[src/rtl/dds_phase_segmenter_if.sv]
// FTW load handshake between the DDS controller (master) and the phase segmenter (slave).
interface dds_phase_segmenter_if #(
    parameter int PHASE_WIDTH = 24
);
    logic [PHASE_WIDTH-1:0] ftw_in;
    logic                   ftw_valid;
    logic                   ftw_ready;

    modport master (output ftw_in, output ftw_valid, input ftw_ready);
    modport slave  (input ftw_in, input ftw_valid, output ftw_ready);
endinterface

[src/rtl/dds_phase_segmenter.sv]
// Phase accumulator with phase-continuous FTW reload, quadrant folding into ROM address / local
// argument, and a sign flag delayed to match the evaluator. DDS_PHASE_DITHER_EN adds LFSR phase dither.
module dds_phase_segmenter #(
    parameter int PHASE_WIDTH = 24,
    parameter int ADDR_WIDTH  = 5,
    parameter int DATA_WIDTH  = 16,
    parameter int I_widthX    = 2,
    parameter int PIPE_DELAY  = 4
`ifdef DDS_PHASE_DITHER_EN
    ,
    parameter int DITHER_BITS = 4
`endif
) (
    input  logic                         clk,
    input  logic                         rst,
    input  logic                         enable,
    input  logic                         sync_clr,
    dds_phase_segmenter_if.slave         ftw_if,
    output logic [ADDR_WIDTH-1:0]        address_ram_out,
    output logic signed [DATA_WIDTH-1:0] x_argu_out,
    output logic                         negate_out,
    output logic                         valid_out
);
    localparam int F   = PHASE_WIDTH - 2 - ADDR_WIDTH;
    localparam int FB  = F - 1;
    localparam int FR  = DATA_WIDTH - I_widthX;
    localparam int XW  = DATA_WIDTH + F;
    localparam int SHL = (FR > FB) ? (FR - FB) : 0;
    localparam int SHR = (FB > FR) ? (FB - FR) : 0;

    logic [PHASE_WIDTH-1:0]        r_acc;
    logic [PHASE_WIDTH-1:0]        r_ftw_active;
    logic [PHASE_WIDTH-1:0]        r_ftw_pending;
    logic                          r_pend;
    logic [PHASE_WIDTH:0]          w_sum;
    logic                          w_accept;
    logic                          w_apply;
    logic [PHASE_WIDTH-1:0]        w_phase;
    logic [1:0]                    w_q;
    logic [PHASE_WIDTH-3:0]        w_lower;
    logic [ADDR_WIDTH-1:0]         w_seg;
    logic [F-1:0]                  w_t;
    logic signed [F-1:0]           w_m;
    logic signed [DATA_WIDTH-1:0]  w_x;
    logic [ADDR_WIDTH-1:0]         r_addr_p0;
    logic signed [DATA_WIDTH-1:0]  r_x_p0;
    logic                          r_neg_p0;
    logic                          r_vld_p0;
    logic [PIPE_DELAY-1:0]         r_neg_pipe;
    logic [PIPE_DELAY-1:0]         r_vld_pipe;

    // Sign-extend the F-bit argument and left-align its fraction into the output fraction field.
    function automatic logic signed [DATA_WIDTH-1:0] f_align_x(input logic signed [F-1:0] m);
        logic signed [XW-1:0] ext;
        ext = {{(XW-F){m[F-1]}}, m};
        ext = (ext <<< SHL) >>> SHR;
        return ext[DATA_WIDTH-1:0];
    endfunction

    assign ftw_if.ftw_ready = ~r_pend;
    assign w_accept = ftw_if.ftw_valid && !r_pend;
    assign w_sum    = {1'b0, r_acc} + {1'b0, r_ftw_active};
    assign w_apply  = enable && r_pend && (w_sum[PHASE_WIDTH] || (r_ftw_active == '0));

`ifdef DDS_PHASE_DITHER_EN
    logic [15:0] r_lfsr;
    logic        w_lfsr_fb;

    assign w_lfsr_fb = r_lfsr[15] ^ r_lfsr[13] ^ r_lfsr[12] ^ r_lfsr[10];
    assign w_phase   = r_acc + {{(PHASE_WIDTH-DITHER_BITS){1'b0}}, r_lfsr[DITHER_BITS-1:0]};

    always_ff @(posedge clk or negedge rst) begin
        if (!rst)        r_lfsr <= 16'hACE1;
        else if (enable) r_lfsr <= {r_lfsr[14:0], w_lfsr_fb};
    end
`else
    assign w_phase = r_acc;
`endif

    // Accumulator and FTW reload; the add always uses the word active at the start of the cycle.
    always_ff @(posedge clk or negedge rst) begin
        if (!rst) begin
            r_acc         <= '0;
            r_ftw_active  <= '0;
            r_ftw_pending <= '0;
            r_pend        <= 1'b0;
        end else if (sync_clr) begin
            r_acc  <= '0;
            r_pend <= 1'b0;
            if (r_pend)        r_ftw_active <= r_ftw_pending;
            else if (w_accept) r_ftw_active <= ftw_if.ftw_in;
        end else begin
            if (enable) r_acc <= w_sum[PHASE_WIDTH-1:0];
            if (w_apply) begin
                r_ftw_active <= r_ftw_pending;
                r_pend       <= 1'b0;
            end else if (w_accept) begin
                r_ftw_pending <= ftw_if.ftw_in;
                r_pend        <= 1'b1;
            end
        end
    end

    // Quadrant fold: odd quadrants mirror the in-quadrant phase.
    assign w_q     = w_phase[PHASE_WIDTH-1 -: 2];
    assign w_lower = w_phase[PHASE_WIDTH-3:0] ^ {(PHASE_WIDTH-2){w_q[0]}};
    assign w_seg   = w_lower[PHASE_WIDTH-3 -: ADDR_WIDTH];
    assign w_t     = w_lower[F-1:0];
    assign w_m     = {~w_t[F-1], w_t[F-2:0]};
    assign w_x     = f_align_x(w_m);

    // Stage p0: registered address/argument; then PIPE_DELAY stages for sign and valid.
    always_ff @(posedge clk or negedge rst) begin
        if (!rst) begin
            r_addr_p0  <= '0;
            r_x_p0     <= '0;
            r_neg_p0   <= 1'b0;
            r_vld_p0   <= 1'b0;
            r_neg_pipe <= '0;
            r_vld_pipe <= '0;
        end else if (enable) begin
            r_addr_p0     <= w_seg;
            r_x_p0        <= w_x;
            r_neg_p0      <= w_q[1];
            r_vld_p0      <= 1'b1;
            r_neg_pipe[0] <= r_neg_p0;
            r_vld_pipe[0] <= r_vld_p0;
            for (int i = 1; i < PIPE_DELAY; i++) begin
                r_neg_pipe[i] <= r_neg_pipe[i-1];
                r_vld_pipe[i] <= r_vld_pipe[i-1];
            end
        end
    end

    assign address_ram_out = r_addr_p0;
    assign x_argu_out      = r_x_p0;
    assign negate_out      = r_neg_pipe[PIPE_DELAY-1];
    assign valid_out       = r_vld_pipe[PIPE_DELAY-1];
endmodule
[src/flat_wrapper.sv]
// flat-port wrapper written by rule: the top's interface ports become plain ports
module dds_phase_segmenter_flat 
#(
    parameter int PHASE_WIDTH = 24,
    parameter int ADDR_WIDTH  = 5,
    parameter int DATA_WIDTH  = 16,
    parameter int I_widthX    = 2,
    parameter int PIPE_DELAY  = 4

)
  (clk, rst, enable, sync_clr, address_ram_out, x_argu_out, negate_out, valid_out, ftw_if_ftw_in, ftw_if_ftw_valid, ftw_if_ftw_ready);
  dds_phase_segmenter_if #(.PHASE_WIDTH(PHASE_WIDTH)) ftw_if_i ();
  input  logic clk;
  input  logic rst;
  input  logic enable;
  input  logic sync_clr;
  output logic [ADDR_WIDTH-1:0] address_ram_out;
  output logic signed [DATA_WIDTH-1:0] x_argu_out;
  output logic negate_out;
  output logic valid_out;
  input wire logic [$bits(ftw_if_i.ftw_in)-1:0] ftw_if_ftw_in;
  input wire logic [$bits(ftw_if_i.ftw_valid)-1:0] ftw_if_ftw_valid;
  output wire logic [$bits(ftw_if_i.ftw_ready)-1:0] ftw_if_ftw_ready;
  assign ftw_if_i.ftw_in = ftw_if_ftw_in;
  assign ftw_if_i.ftw_valid = ftw_if_ftw_valid;
  assign ftw_if_ftw_ready = ftw_if_i.ftw_ready;
  dds_phase_segmenter #(.PHASE_WIDTH(PHASE_WIDTH), .ADDR_WIDTH(ADDR_WIDTH), .DATA_WIDTH(DATA_WIDTH), .I_widthX(I_widthX), .PIPE_DELAY(PIPE_DELAY)) u_core (.clk(clk), .rst(rst), .enable(enable), .sync_clr(sync_clr), .ftw_if(ftw_if_i), .address_ram_out(address_ram_out), .x_argu_out(x_argu_out), .negate_out(negate_out), .valid_out(valid_out));
endmodule
[config.mk]
export PLATFORM = sky130hd
export DESIGN_NAME = dds_phase_segmenter_flat
export DESIGN_NICKNAME = d
export VERILOG_FILES = /design/src/rtl/dds_phase_segmenter_if.sv /design/src/rtl/dds_phase_segmenter.sv /design/src/flat_wrapper.sv
export SDC_FILE = /design/constraint.sdc
export NUM_CORES = 1
export LEC_CHECK = 0
export CAP_MARGIN = 20
export CORE_UTILIZATION = 50
export DETAILED_ROUTE_END_ITERATION = 7
export DONT_BUFFER_PORTS = 1
export PLACE_DENSITY = 0.72
export SLEW_MARGIN = 20
export SYNTH_ARGS = -nofsm -noshare
export SYNTH_HDL_FRONTEND = slang
export SYNTH_SLANG_ARGS = --single-unit
[constraint.sdc]
create_clock -name clk -period 2.84 [get_ports clk]
set_clock_uncertainty 0.1 [all_clocks]
set_input_delay 0.568 -clock clk [delete_from_list [all_inputs] [get_ports clk]]
set_output_delay 0.568 -clock clk [all_outputs]
set_load 0.005 [all_outputs]
# Word-level counts from Yosys, hierarchy flattened

Index checks and enable logic that the tools add are counted.

Add/sub/neg operators: 1
Equal/unequal tests: 1
Multiplexer cells: 9
Bitwise gates (word level): 5
Reductions and logical operators: 11

Operators with widths:

| operator                                              | count |
|---|---|
| 2-to-1 mux 24 bit                                     | 6 |
| adder 24 x 24 -> 25 bit                               | 1 |
| logical NOT 24 bit                                    | 1 |
| bitwise XOR 22 bit                                    | 1 |
| NOT 1 bit                                             | 4 |
| nonzero test 2 bit                                    | 2 |
| logical AND 1 bit                                     | 3 |
| 2-to-1 mux 1 bit                                      | 3 |
| inequality test 3 x 1 -> 1 bit, second input constant | 1 |
| AND reduction 3 bit                                   | 1 |
| nonzero test 3 bit                                    | 1 |
| AND reduction 2 bit                                   | 1 |
| logical NOT 1 bit                                     | 1 |
| logical OR 1 bit                                      | 1 |

Bits in registers: 103
Bits of input ports: 29
Output and inout bits: 24
Word-level logic and storage cells: 37

# Longest topological paths before layout

Gate-level depths: netlist of the first run.

Depth after elaboration: 5
Mapped depth: 11
Gate-level depth less buffers: 10

# Worst setup path before layout of the first run

OpenSTA, ideal clock, no wires.

Path kind: register to register
Start point: reg u_core.r_ftw_active[0]
End point: reg u_core.r_ftw_active[10]
Library setup time: 125 ps
Data arrival time: 2,372 ps
Slack: 243 ps
Cell stages (with the launch flop): 12
Buffers on the path: 1
Cells stage by stage: dfrtp_1 -> ha_1 -> inv_1 -> fa_1 -> nand2b_1 -> a21oi_1 -> o21ai_2 -> nor2_2 -> o21ai_2 -> a21oi_4 -> buf_12 -> mux2_4

Cells in the longest elaborated chain, start to end: 5

Ends and longest elaborated chain:

| what                                                          | line                                                 | text |
|---|---|---|
| start: declaration                                            | dds_phase_segmenter.sv:32                            | `logic [PHASE_WIDTH-1:0] r_ftw_active;` |
| start signal: assignment                                      | dds_phase_segmenter.sv:90                            | `if (r_pend) r_ftw_active <= r_ftw_pending;` |
| start signal: assignment                                      | dds_phase_segmenter.sv:91                            | `else if (w_accept) r_ftw_active <= ftw_if.ftw_in;` |
| start signal: assignment                                      | dds_phase_segmenter.sv:95                            | `r_ftw_active <= r_ftw_pending;` |
| adder 24 x 24 -> 25 bit or logical NOT 24 bit (tied branches) | dds_phase_segmenter.sv:62, dds_phase_segmenter.sv:63 |  |
| logical OR 1 bit (*)                                          | dds_phase_segmenter.sv:63                            | `assign w_apply = enable && r_pend && (w_sum[PHASE_WIDTH] \|\| (r_ftw_active == '0));` |
| logical AND 1 bit (*)                                         | dds_phase_segmenter.sv:63                            |  |
| nonzero test 2 bit (no source line) (*)                       | -                                                    |  |
| AND reduction 2 bit (no source line) (*)                      | -                                                    |  |

Mark *: on every way between the ends. The rest lies on a longest branch, timed or not.
A chain may end at the register's enable or synchronous reset.

# Worst setup path after layout of the first run

Start point: reg u_core.r_acc[2]
End point: reg u_core.r_acc[13]

Cells in the longest elaborated chain, start to end: 3

Ends and longest elaborated chain:

| what                     | line                      | text |
|---|---|---|
| start: declaration       | dds_phase_segmenter.sv:31 | `logic [PHASE_WIDTH-1:0] r_acc;` |
| start signal: assignment | dds_phase_segmenter.sv:93 | `if (enable) r_acc <= w_sum[PHASE_WIDTH-1:0];` |
| adder 24 x 24 -> 25 bit  | dds_phase_segmenter.sv:62 | `assign w_sum = {1'b0, r_acc} + {1'b0, r_ftw_active};` |
| 2-to-1 mux 24 bit        | dds_phase_segmenter.sv:93 |  |
| 2-to-1 mux 24 bit        | dds_phase_segmenter.sv:87 | `end else if (sync_clr) begin` |

No other way between the ends. The select of a mux whose other input is x is not followed.

==> impl_metrics.py, run 1 <==
metrics = {
    "run_status": {
        "status": "finished, violations left",
        "violations": "hold timing",
    },
    "setup_path": {
        "r2r_start": "u_core.r_acc[2]",
        "critical_path_required_ns": 2.97,
        "critical_path_class": "flip-flop to flip-flop",
        "r2r_end": "u_core.r_acc[13]",
        "critical_path_peak_fanout": 6,
        "setup.worst_path.end_class": "flip-flop",
        "crit_start": "u_core.r_acc[2]",
        "reg2reg_slack_ns": 0.13,
        "crit_end": "u_core.r_acc[13]",
        "r2r_cells": 9,
        "critPathArrivalTime_ns": 2.84,
        "worstSetupStartpointType": "flip-flop",
    },
    "synth": {
        "syn_inst": 515,
        "yosysWarnings": 0,
        "syn_area_per_cell_um2": 11.2,
        "ys_seq_area_frac": 0.447,
        "synth_nets": 569,
        "yosysUniqueCellTypes": 65,
        "synth_edf_count": 0,
        "synth_ff_type": "dfrtp_1",
        "async_reset_ff_frac": 1.00,
        "syn_area_um2": 5770,
        "ys_seq_elements": 103,
    },
    "finish": {
        "instances_no_fill": 659,
        "diodes": 0,
        "drive_gt1_frac": 0.235,
        "n_fill_cell": 953,
        "synthToLayoutAreaGrowth_pct": 8.39,
        "fin_nets": 568,
        "fin_area_um2": 6260,
    },
    "drt": {
        "vias": 3814,
        "firstDrtPassIters": 4,
        "drtAntennaViolNets": 0,
        "detail_route.wl_per_cell_um": 17.3,
        "viasPerCell": 5.79,
        "first_iter_violations": 164,
        "totalWireLength_um": 11400,
        "drc": 0,
    },
    "grt": {
        "gr-total-overflow": 0,
        "antenna_found_initial": 0,
        "grt_pass1_vias": 3861,
        "grt_pass1_wl_um": 19000,
        "grt_util_all_layers": 0.207,
        "grt_max_degree": 104,
    },
    "power_and_ir_drop": {
        "leakagePower_nw": 2.67,
        "power_density_nw_per_um2": 1080,
        "ir_drop_v": 0.000797,
    },
    "cts": {
        "cts_buffers": 9,
        "root_buffer": "clkbuf_16",
        "clock_latency_ns": 0.35,
        "ctsLongestPathBuffers": 2,
        "post_cts_buffers": 0,
        "cts_htree_levels": 3,
        "cts.sinks": 103,
        "cts_tree": "yes",
        "clkTransAtPathRegs_ns": 0.07,
    },
    "timing": {
        "hold_viol": 103,
        "rsz0062_at_grt": "yes",
        "drv_slew": 0,
        "setup_viol": 0,
        "slew_headroom": 0.670,
        "max_freq_mhz": 370,
        "tightest_slew_ns": 0.490,
        "min_period_ns": 2.71,
        "fin_crit_sh": 0.952,
        "holdWs_ns": -0.185,
    },
    "worst_hold_path": {
        "hp-class": "input pin to async pin",
    },
    "placement": {
        "gp_congestion": 0.844,
        "port_buffers": 0,
        "hpwl_um": 8320,
        "dpl-instance-area_um2": 5920,
        "placed_cells": 643,
    },
    "die": {
        "start_util": 0.523,
        "core_area_um2": 11000,
        "io_pins": 53,
        "num_rows": 38,
        "fp.dieH_um": 109,
        "dieArea_um2": 12000,
        "die_w_um": 109,
    },
    "flow_run": {
        "cap_viol_max_count": 0,
    },
}
-- metal layers --
metal / track usage / part of all wire / routed length (um) / vias to the layer above
met5: 0 / 0 / 0 / -
met4: 0.0486 / 0.0095 / 108 / 0
met3: 0.0616 / 0.054 / 620 / 10
met2: 0.320 / 0.45 / 5110 / 71
met1: 0.287 / 0.49 / 5560 / 1857
li1: - / - / - / 1876
-- area by class of cell --
cell class / instances / area, um2 / share of cell area
Timing Repair Buffer: 11 / 108 / 0.0172
Clock inverter: 4 / 77.6 / 0.0124
Tap cell: 140 / 175 / 0.0280
Multi-Input combinational cell: 383 / 3050 / 0.487
Sequential cell: 103 / 2580 / 0.412
Inverter: 6 / 22.5 / 0.00360
Clock buffer: 12 / 246 / 0.0394
-- cells in the mapped netlist, types with 4 or more instances --
cell type / count / area, um2
a21o_1: 5 / 37.5
a21oi_1: 41 / 205
a31oi_1: 4 / 25.0
buf_1: 4 / 15.0
clkbuf_1: 13 / 48.8
dfrtp_1: 103 / 2580
ha_1: 24 / 300
inv_1: 6 / 22.5
mux2_2: 61 / 687
mux2_4: 19 / 285
mux2i_1: 12 / 120
nand2_1: 26 / 97.6
nand2b_1: 9 / 56.3
nand3_1: 7 / 35.0
nand3b_1: 5 / 37.5
nand4_1: 5 / 31.3
nor2_1: 48 / 180
nor4_1: 6 / 37.5
o211ai_1: 5 / 37.5
o21ai_0: 11 / 55.1
xnor2_1: 28 / 245
xor2_1: 4 / 35.0
-- metrics by stage --
stage	hold slack (ns)	TNS (ns)	total power [mW]	util	setup WS (ns)
5_1_grt	-0.204	-0.00206	7.26	0.567	-0.00206
4_1_cts	-0.197	0	6.77	0.566	0.0468
6_report	-0.185	0	6.74	0.567	0.135
2_1_floorplan	0.172	0	4.72	-	0.243
3_5_place_dp	0.177	0	5.42	0.537	0.0766
3_3_place_gp	0.176	0	5.33	0.537	0.146
-- cells by family (layout without fill, tap and decap cells) --
group | Yosys count | in the layout | share of synthesized area
flip-flops | 103 | 103 | 0.447
adder cells (fa/ha/maj) | 25 | 25 | 0.0555
buffers and inverters | 29 | 33 | 0.0275
AO/OA/AOI/OAI | 102 | 102 | 0.118
multiplexers | 92 | 92 | 0.189
AND/OR/NAND/NOR | 132 | 132 | 0.115
XOR/XNOR | 32 | 32 | 0.0486
-- flip-flops by register name (all words and copies together), names as in the netlist --
register / flops
u_core.r_neg_p0: 1
u_core.x_argu_out: 15
u_core.r_ftw_pending: 24
u_core.r_pend: 1
u_core.r_vld_pipe: 4
u_core.r_neg_pipe: 4
u_core.r_acc: 24
u_core.address_ram_out: 5
u_core.r_vld_p0: 1
u_core.r_ftw_active: 24
-- layout by cell type (no fill, tap or decap), types with 7 or more instances in the layout --
| master | n |
|---|---|
| a21oi_1 | 40 |
| buf_4 | 9 |
| clkbuf_16 | 9 |
| dfrtp_1 | 103 |
| ha_1 | 24 |
| mux2_2 | 61 |
| mux2_4 | 19 |
| mux2i_1 | 12 |
| nand2_1 | 26 |
| nand2b_1 | 9 |
| nand3_1 | 7 |
| nor2_1 | 48 |
| o21ai_0 | 11 |
| xnor2_1 | 28 |
-- worst min-delay path by stage --
stage / startpoint / end / cells after the start
global placement: rst / u_core.x_argu_out[6] / 0
global route: rst / u_core.x_argu_out[0] / 0
CTS: rst / u_core.r_acc[14] / 0
detailed placement: rst / u_core.x_argu_out[6] / 0
floorplan: rst / u_core.address_ram_out[0] / 0
finish: rst / u_core.x_argu_out[6] / 0
-- power by group --
| group | total (mW) | internal (mW) | switching (mW) | leakage, nW |
|---|---|---|---|---|
| sequential | 2.48 | 1.99 | 0.491 | 1.24 |
| clock | 1.33 | 0.802 | 0.529 | 0.157 |
| combinational | 2.93 | 1.44 | 1.49 | 1.27 |
| total | 6.74 | 4.23 | 2.51 | 2.67 |
-- repair_timing --
item,CTS,global route
endpoints found under the hold margin,103,103
endpoints found under the setup margin,0,22
resized for setup,0,2
-- worst max-delay path, stage by stage, from the launching register on --
cell and delay, ns:
dfrtp_1 0.44, ha_1 0.37, o21ai_0 0.10, o21bai_1 0.23, o41ai_2 0.14, o21ai_2 0.22, a221oi_2 0.10, buf_4 0.17
or4b_2 0.60, o311ai_0 0.12
Power figures use the tool's default switching activity.
==> run 2: changes to the inputs <==
--- a/config.mk
+++ b/config.mk
@@ -9,7 +9,7 @@
 export CORE_UTILIZATION = 50
 export DETAILED_ROUTE_END_ITERATION = 7
 export DONT_BUFFER_PORTS = 1
-export PLACE_DENSITY = 0.72
+export PLACE_DENSITY = 0.68
 export SLEW_MARGIN = 20
 export SYNTH_ARGS = -nofsm -noshare
 export SYNTH_HDL_FRONTEND = slang
==> impl_metrics.py, run 2 (same netlist as run 1, synthesis figures left out) <==
metrics = {
    "power_and_ir_drop": {
        "intPower_mw": 4.04,
        "p_sw_mw": 2.51,
        "swShare": 0.383,
        "power_density_nw_per_um2": 1060,
        "seqPwrFrac": 0.378,
        "ir_drop_v": 0.000446,
        "comb_power_share": 0.450,
        "leakagePower_nw": 2.64,
        "clkPwrFrac": 0.172,
    },
    "drt": {
        "drtAntennaViolNets": 0,
        "vias": 3830,
        "firstDrtPassIters": 4,
        "detail_route.wl_per_cell_um": 17.5,
        "drc": 0,
        "totalWireLength_um": 11500,
        "first_iter_violations": 189,
        "viasPerCell": 5.83,
    },
    "setup_path": {
        "crit_end": "u_core.r_acc[13]",
        "setup.worst_path.end_class": "flip-flop",
        "critical_path_required_ns": 2.97,
        "critical_path_peak_fanout": 6,
        "r2r_start": "u_core.r_acc[2]",
        "crit_start": "u_core.r_acc[2]",
        "critical_path_class": "flip-flop to flip-flop",
        "reg2reg_slack_ns": 0.15,
        "r2r_cells": 9,
        "critPathArrivalTime_ns": 2.82,
        "crit_slowest_cell": "or4b_2",
        "r2r_end": "u_core.r_acc[13]",
        "path_cells": "ha_1, o21ai_0, o21bai_1, o41ai_2, o21ai_2, a221oi_2, buf_4, or4b_2, o311ai_0",
        "max_stage_delay_ns": 0.60,
        "worstSetupStartpointType": "flip-flop",
    },
    "flow_run": {
        "cap_viol_max_count": 0,
    },
    "worst_hold_path": {
        "hp-class": "input pin to async pin",
    },
    "grt": {
        "gr-total-overflow": 0,
        "grt_pass1_wl_um": 19200,
        "antenna_found_initial": 0,
        "grt_util_all_layers": 0.211,
        "grt_pass1_vias": 3818,
        "grt_max_degree": 104,
    },
    "timing": {
        "slew_headroom": 0.667,
        "max_freq_mhz": 372,
        "fin_crit_sh": 0.947,
        "finalSetupTns_ns": 0,
        "holdWs_ns": -0.185,
        "drv_slew": 0,
        "tightest_slew_ns": 0.497,
        "rsz0062_at_grt": "no",
        "min_period_ns": 2.69,
        "hold_viol": 103,
        "setup_viol": 0,
    },
    "die": {
        "num_rows": 38,
        "dieArea_um2": 12000,
        "start_util": 0.523,
        "core_area_um2": 11000,
        "fp.dieH_um": 109,
        "die_w_um": 109,
        "io_pins": 53,
    },
    "finish": {
        "diodes": 0,
        "synthToLayoutAreaGrowth_pct": 7.35,
        "layout_commonest_cell": "dfrtp_1",
        "n_fill_cell": 955,
        "final_cell_mix": "dfrtp_1 (103), mux2_2 (61), nor2_1 (48)",
        "final_util": 0.562,
        "reg_top3": "u_core.r_acc: 24 flops, u_core.r_ftw_active: 24 flops, u_core.r_ftw_pending: 24 flops",
        "drive_gt1_frac": 0.234,
        "fin_nets": 568,
    },
    "cts": {
        "clock_latency_ns": 0.35,
        "clkTransAtPathRegs_ns": 0.07,
        "root_buffer": "clkbuf_16",
        "cts_buffers": 9,
        "ctsLongestPathBuffers": 2,
        "cts_htree_levels": 3,
        "post_cts_buffers": 0,
        "cts_tree": "yes",
        "cts.sinks": 103,
    },
    "run_status": {
        "violations": "hold timing",
        "status": "finished, violations left",
    },
    "placement": {
        "gp_congestion": 0.885,
        "port_buffers": 0,
        "hpwl_um": 8230,
    },
}
==> run 2: changes by cell type in the layout (fill, tap and decap cells not counted), sizes merged <==
| cell | previous run | this run |
|---|---|---|
| bufinv | 2 | 0 |
| clkbuf | 12 | 11 |
| clkinv | 1 | 2 |
| clkinvlp | 0 | 1 |
| inv | 7 | 6 |
==> run 2: cell type report <==
cell class | count | area [um2] | share of cell area
multi-input cells | 383 | 3050 | 0.492
flip-flops and latches | 103 | 2580 | 0.416
clock buffers | 11 | 243 | 0.0392
well taps | 140 | 175 | 0.0283
repair buffers | 11 | 108 | 0.0174
inverters | 6 | 22.5 | 0.00363
clock inverters | 3 | 21.3 | 0.00343
==> run 2: routing by layer <==
| metal | routed length (um) | track usage | vias up |
|---|---|---|---|
| met5 | 0 | 0 | - |
| met4 | 193 | 0.0781 | 0 |
| met3 | 576 | 0.0439 | 14 |
| met2 | 5030 | 0.315 | 80 |
| met1 | 5720 | 0.302 | 1851 |
| li1 | - | - | 1885 |
==> run 2: worst max-delay path, delay by kind of cell, from the launching register on <==
kind,cells,cell delay (ns)
AO/OA/AOI/OAI,6,0.91
AND/OR/NAND/NOR,1,0.60
flip-flops,1,0.44
adder cells (fa/ha/maj),1,0.37
buffers and inverters,1,0.17
==> run 2: power groups by stage <==
stage	registers (mW)	clock network, mW	logic, mW
6_report	2.48	1.13	2.94
5_1_grt	2.56	1.22	3.27
4_1_cts	2.48	1.16	2.93
3_5_place_dp	2.50	0	2.91
3_3_place_gp	2.48	0	2.83
2_1_floorplan	2.32	0	2.40
==> run 2: worst min-delay path by stage <==
stage	slack (ns)	startpoint	end	cells past startpoint
floorplan	0.17	rst	u_core.address_ram_out[0]	0
global placement	0.18	rst	u_core.x_argu_out[4]	0
detailed placement	0.18	rst	u_core.x_argu_out[6]	0
CTS	-0.20	rst	u_core.r_vld_pipe[0]	0
global route	-0.21	rst	u_core.r_vld_pipe[0]	0
finish	-0.19	rst	u_core.r_vld_pipe[0]	0
==> run 2: metrics by stage <==
stage / total power, mW / worst slack, ns / instance area [um2] / std cells
after floorplan: 4.72 / 0.243 / 5770 / 515
after global placement: 5.31 / 0.144 / 5920 / 643
after detailed placement: 5.41 / 0.0986 / 5920 / 643
after CTS: 6.57 / 0.0796 / 6190 / 657
after global routing: 7.05 / 0.00990 / 6200 / 657
final: 6.55 / 0.149 / 6200 / 657
==> run 2: repair_timing <==
action | CTS | global route
hold endpoints to repair | 103 | 103
resized for setup | 0 | 2
endpoints found under the setup margin | 0 | 16
==> run 3: changes to the inputs <==
--- a/config.mk
+++ b/config.mk
@@ -6,10 +6,12 @@
 export NUM_CORES = 1
 export LEC_CHECK = 0
 export CAP_MARGIN = 20
-export CORE_UTILIZATION = 50
+export CELL_PAD_IN_SITES_DETAIL_PLACEMENT = 2
+export CELL_PAD_IN_SITES_GLOBAL_PLACEMENT = 2
+export CORE_UTILIZATION = 43
 export DETAILED_ROUTE_END_ITERATION = 7
 export DONT_BUFFER_PORTS = 1
-export PLACE_DENSITY = 0.68
+export PLACE_DENSITY = 0.83
 export SLEW_MARGIN = 20
 export SYNTH_ARGS = -nofsm -noshare
 export SYNTH_HDL_FRONTEND = slang
==> impl_metrics.py, run 3 (same netlist as run 1, synthesis figures left out) <==
metrics = {
    "finish": {
        "fin_nets": 576,
        "n_fill_cell": 1266,
        "drive_gt1_frac": 0.258,
        "diodes": 0,
        "seqCellArea_um2": 2580,
        "synthToLayoutAreaGrowth_pct": 9.99,
        "reg_top3": "u_core.r_acc: 24 flops, u_core.r_ftw_active: 24 flops, u_core.r_ftw_pending: 24 flops",
        "instances_no_fill": 699,
        "layout_commonest_cell": "dfrtp_1",
        "fin_area_um2": 6350,
        "final_cell_mix": "dfrtp_1 (103), mux2_2 (61), nor2_1 (48)",
        "multi_input_area_um2": 3080,
    },
    "timing": {
        "setup_viol": 0,
        "hold_viol": 103,
        "tightest_slew_ns": 0.558,
        "slew_headroom": 0.625,
        "holdWs_ns": -0.196,
        "fin_crit_sh": 0.966,
        "min_period_ns": 2.74,
        "max_freq_mhz": 365,
        "drv_slew": 0,
    },
    "cts": {
        "root_buffer": "clkbuf_16",
        "clkTransAtPathRegs_ns": 0.07,
        "cts_htree_levels": 3,
        "cts.sinks": 103,
        "cts_tree": "yes",
        "clock_latency_ns": 0.36,
        "cts_buffers": 9,
        "ctsLongestPathBuffers": 2,
    },
    "power_and_ir_drop": {
        "ir_drop_v": 0.000345,
        "finalPower_mw": 7.02,
        "power_density_nw_per_um2": 1110,
        "leakagePower_nw": 2.69,
    },
    "grt": {
        "antenna_found_initial": 0,
        "grt_util_all_layers": 0.231,
        "grt_pass1_wl_um": 25000,
        "gr-total-overflow": 0,
        "grt_pass1_vias": 4518,
        "grt_max_degree": 104,
    },
    "run_status": {
        "violations": "hold timing",
        "status": "finished, violations left",
    },
    "setup_path": {
        "worstSetupStartpointType": "flip-flop",
        "setup.worst_path.end_class": "flip-flop",
        "critical_path_class": "flip-flop to flip-flop",
        "critical_path_required_ns": 2.98,
        "critPathArrivalTime_ns": 2.88,
        "critical_path_peak_fanout": 14,
    },
    "worst_hold_path": {
        "hp-class": "input pin to async pin",
    },
    "drt": {
        "firstDrtPassIters": 4,
        "viasPerCell": 5.78,
        "detail_route.wl_per_cell_um": 21.9,
        "vias": 4041,
        "totalWireLength_um": 15300,
        "drtAntennaViolNets": 0,
        "drc": 0,
        "first_iter_violations": 142,
    },
    "die": {
        "io_pins": 53,
        "core_area_um2": 12900,
        "fp.dieH_um": 118,
        "start_util": 0.448,
        "num_rows": 41,
        "die_w_um": 118,
        "dieArea_um2": 13900,
    },
    "placement": {
        "hpwl_um": 10900,
        "port_buffers": 0,
        "placed_cells": 679,
        "dpl-instance-area_um2": 5990,
        "gp_congestion": 0.851,
    },
    "flow_run": {
        "cap_viol_max_count": 0,
    },
}
-- run 3: area by class of cell --
| cell class | instances | area share |
|---|---|---|
| inverters | 6 | 0.00355 |
| flip-flops and latches | 103 | 0.406 |
| clock buffers | 9 | 0.0355 |
| well taps | 172 | 0.0339 |
| multi-input cells | 383 | 0.486 |
| repair buffers | 19 | 0.0264 |
| clock inverters | 7 | 0.00887 |
-- run 3: worst paths after layout --
kind / startpoint / to / slack (ns) / cells past startpoint
max: u_core.r_ftw_active[15] / u_core.r_ftw_active[3] / 0.1 / 8
min: rst / u_core.x_argu_out[6] / -0.20 / 0
max reg2reg: u_core.r_ftw_active[15] / u_core.r_ftw_active[3] / 0.1 / 8
min reg2reg: u_core.r_vld_p0 / u_core.r_vld_p0 / 0.38 / 1
max in group asynchronous: rst / u_core.r_ftw_pending[20] / 2.67 / 0
min in group clk: sync_clr / u_core.r_acc[0] / 0.17 / 1
-- run 3: routing by layer --
| metal | part of all wire | routed length (um) | vias to the layer above | GRT usage |
|---|---|---|---|---|
| li1 | - | - | 1880 | - |
| met1 | 0.46 | 7060 | 2081 | 0.301 |
| met2 | 0.49 | 7520 | 60 | 0.385 |
| met3 | 0.032 | 489 | 20 | 0.0407 |
| met4 | 0.016 | 250 | 0 | 0.0801 |
| met5 | 0 | 0 | - | 0 |
-- run 3: worst max-delay path, stage by stage, from the launching register on --
cell and delay (ns):
dfrtp_1 0.46, ha_1 0.43, nand2_1 0.14, or4_4 0.51
nor2_2 0.12, o21ai_2 0.10, a21oi_4 0.22, buf_12 0.19
mux2_2 0.36
-- run 3: per-stage QoR --
step,util,setup slack (ns),setup TNS [ns]
final,0.493,0.0969,0
after detailed placement,0.465,0.0174,0
after global routing,0.493,-0.00804,-0.00804
after global placement,0.465,0.142,0
after CTS,0.488,0.0446,0
after floorplan,-,0.243,0
-- run 3: timing repair --
item,in CTS,in global routing
resized for setup,1,6
setup buffers,0,4
endpoints found under the setup margin,2,25
endpoints found under the hold margin,103,103
pin swaps,0,5
-- run 3: power breakdown --
group | leakage (nW) | total, mW | switching, mW | internal, mW
registers | 1.24 | 2.53 | 0.548 | 1.99
clock network | 0.137 | 1.19 | 0.587 | 0.606
logic | 1.32 | 3.30 | 1.73 | 1.57
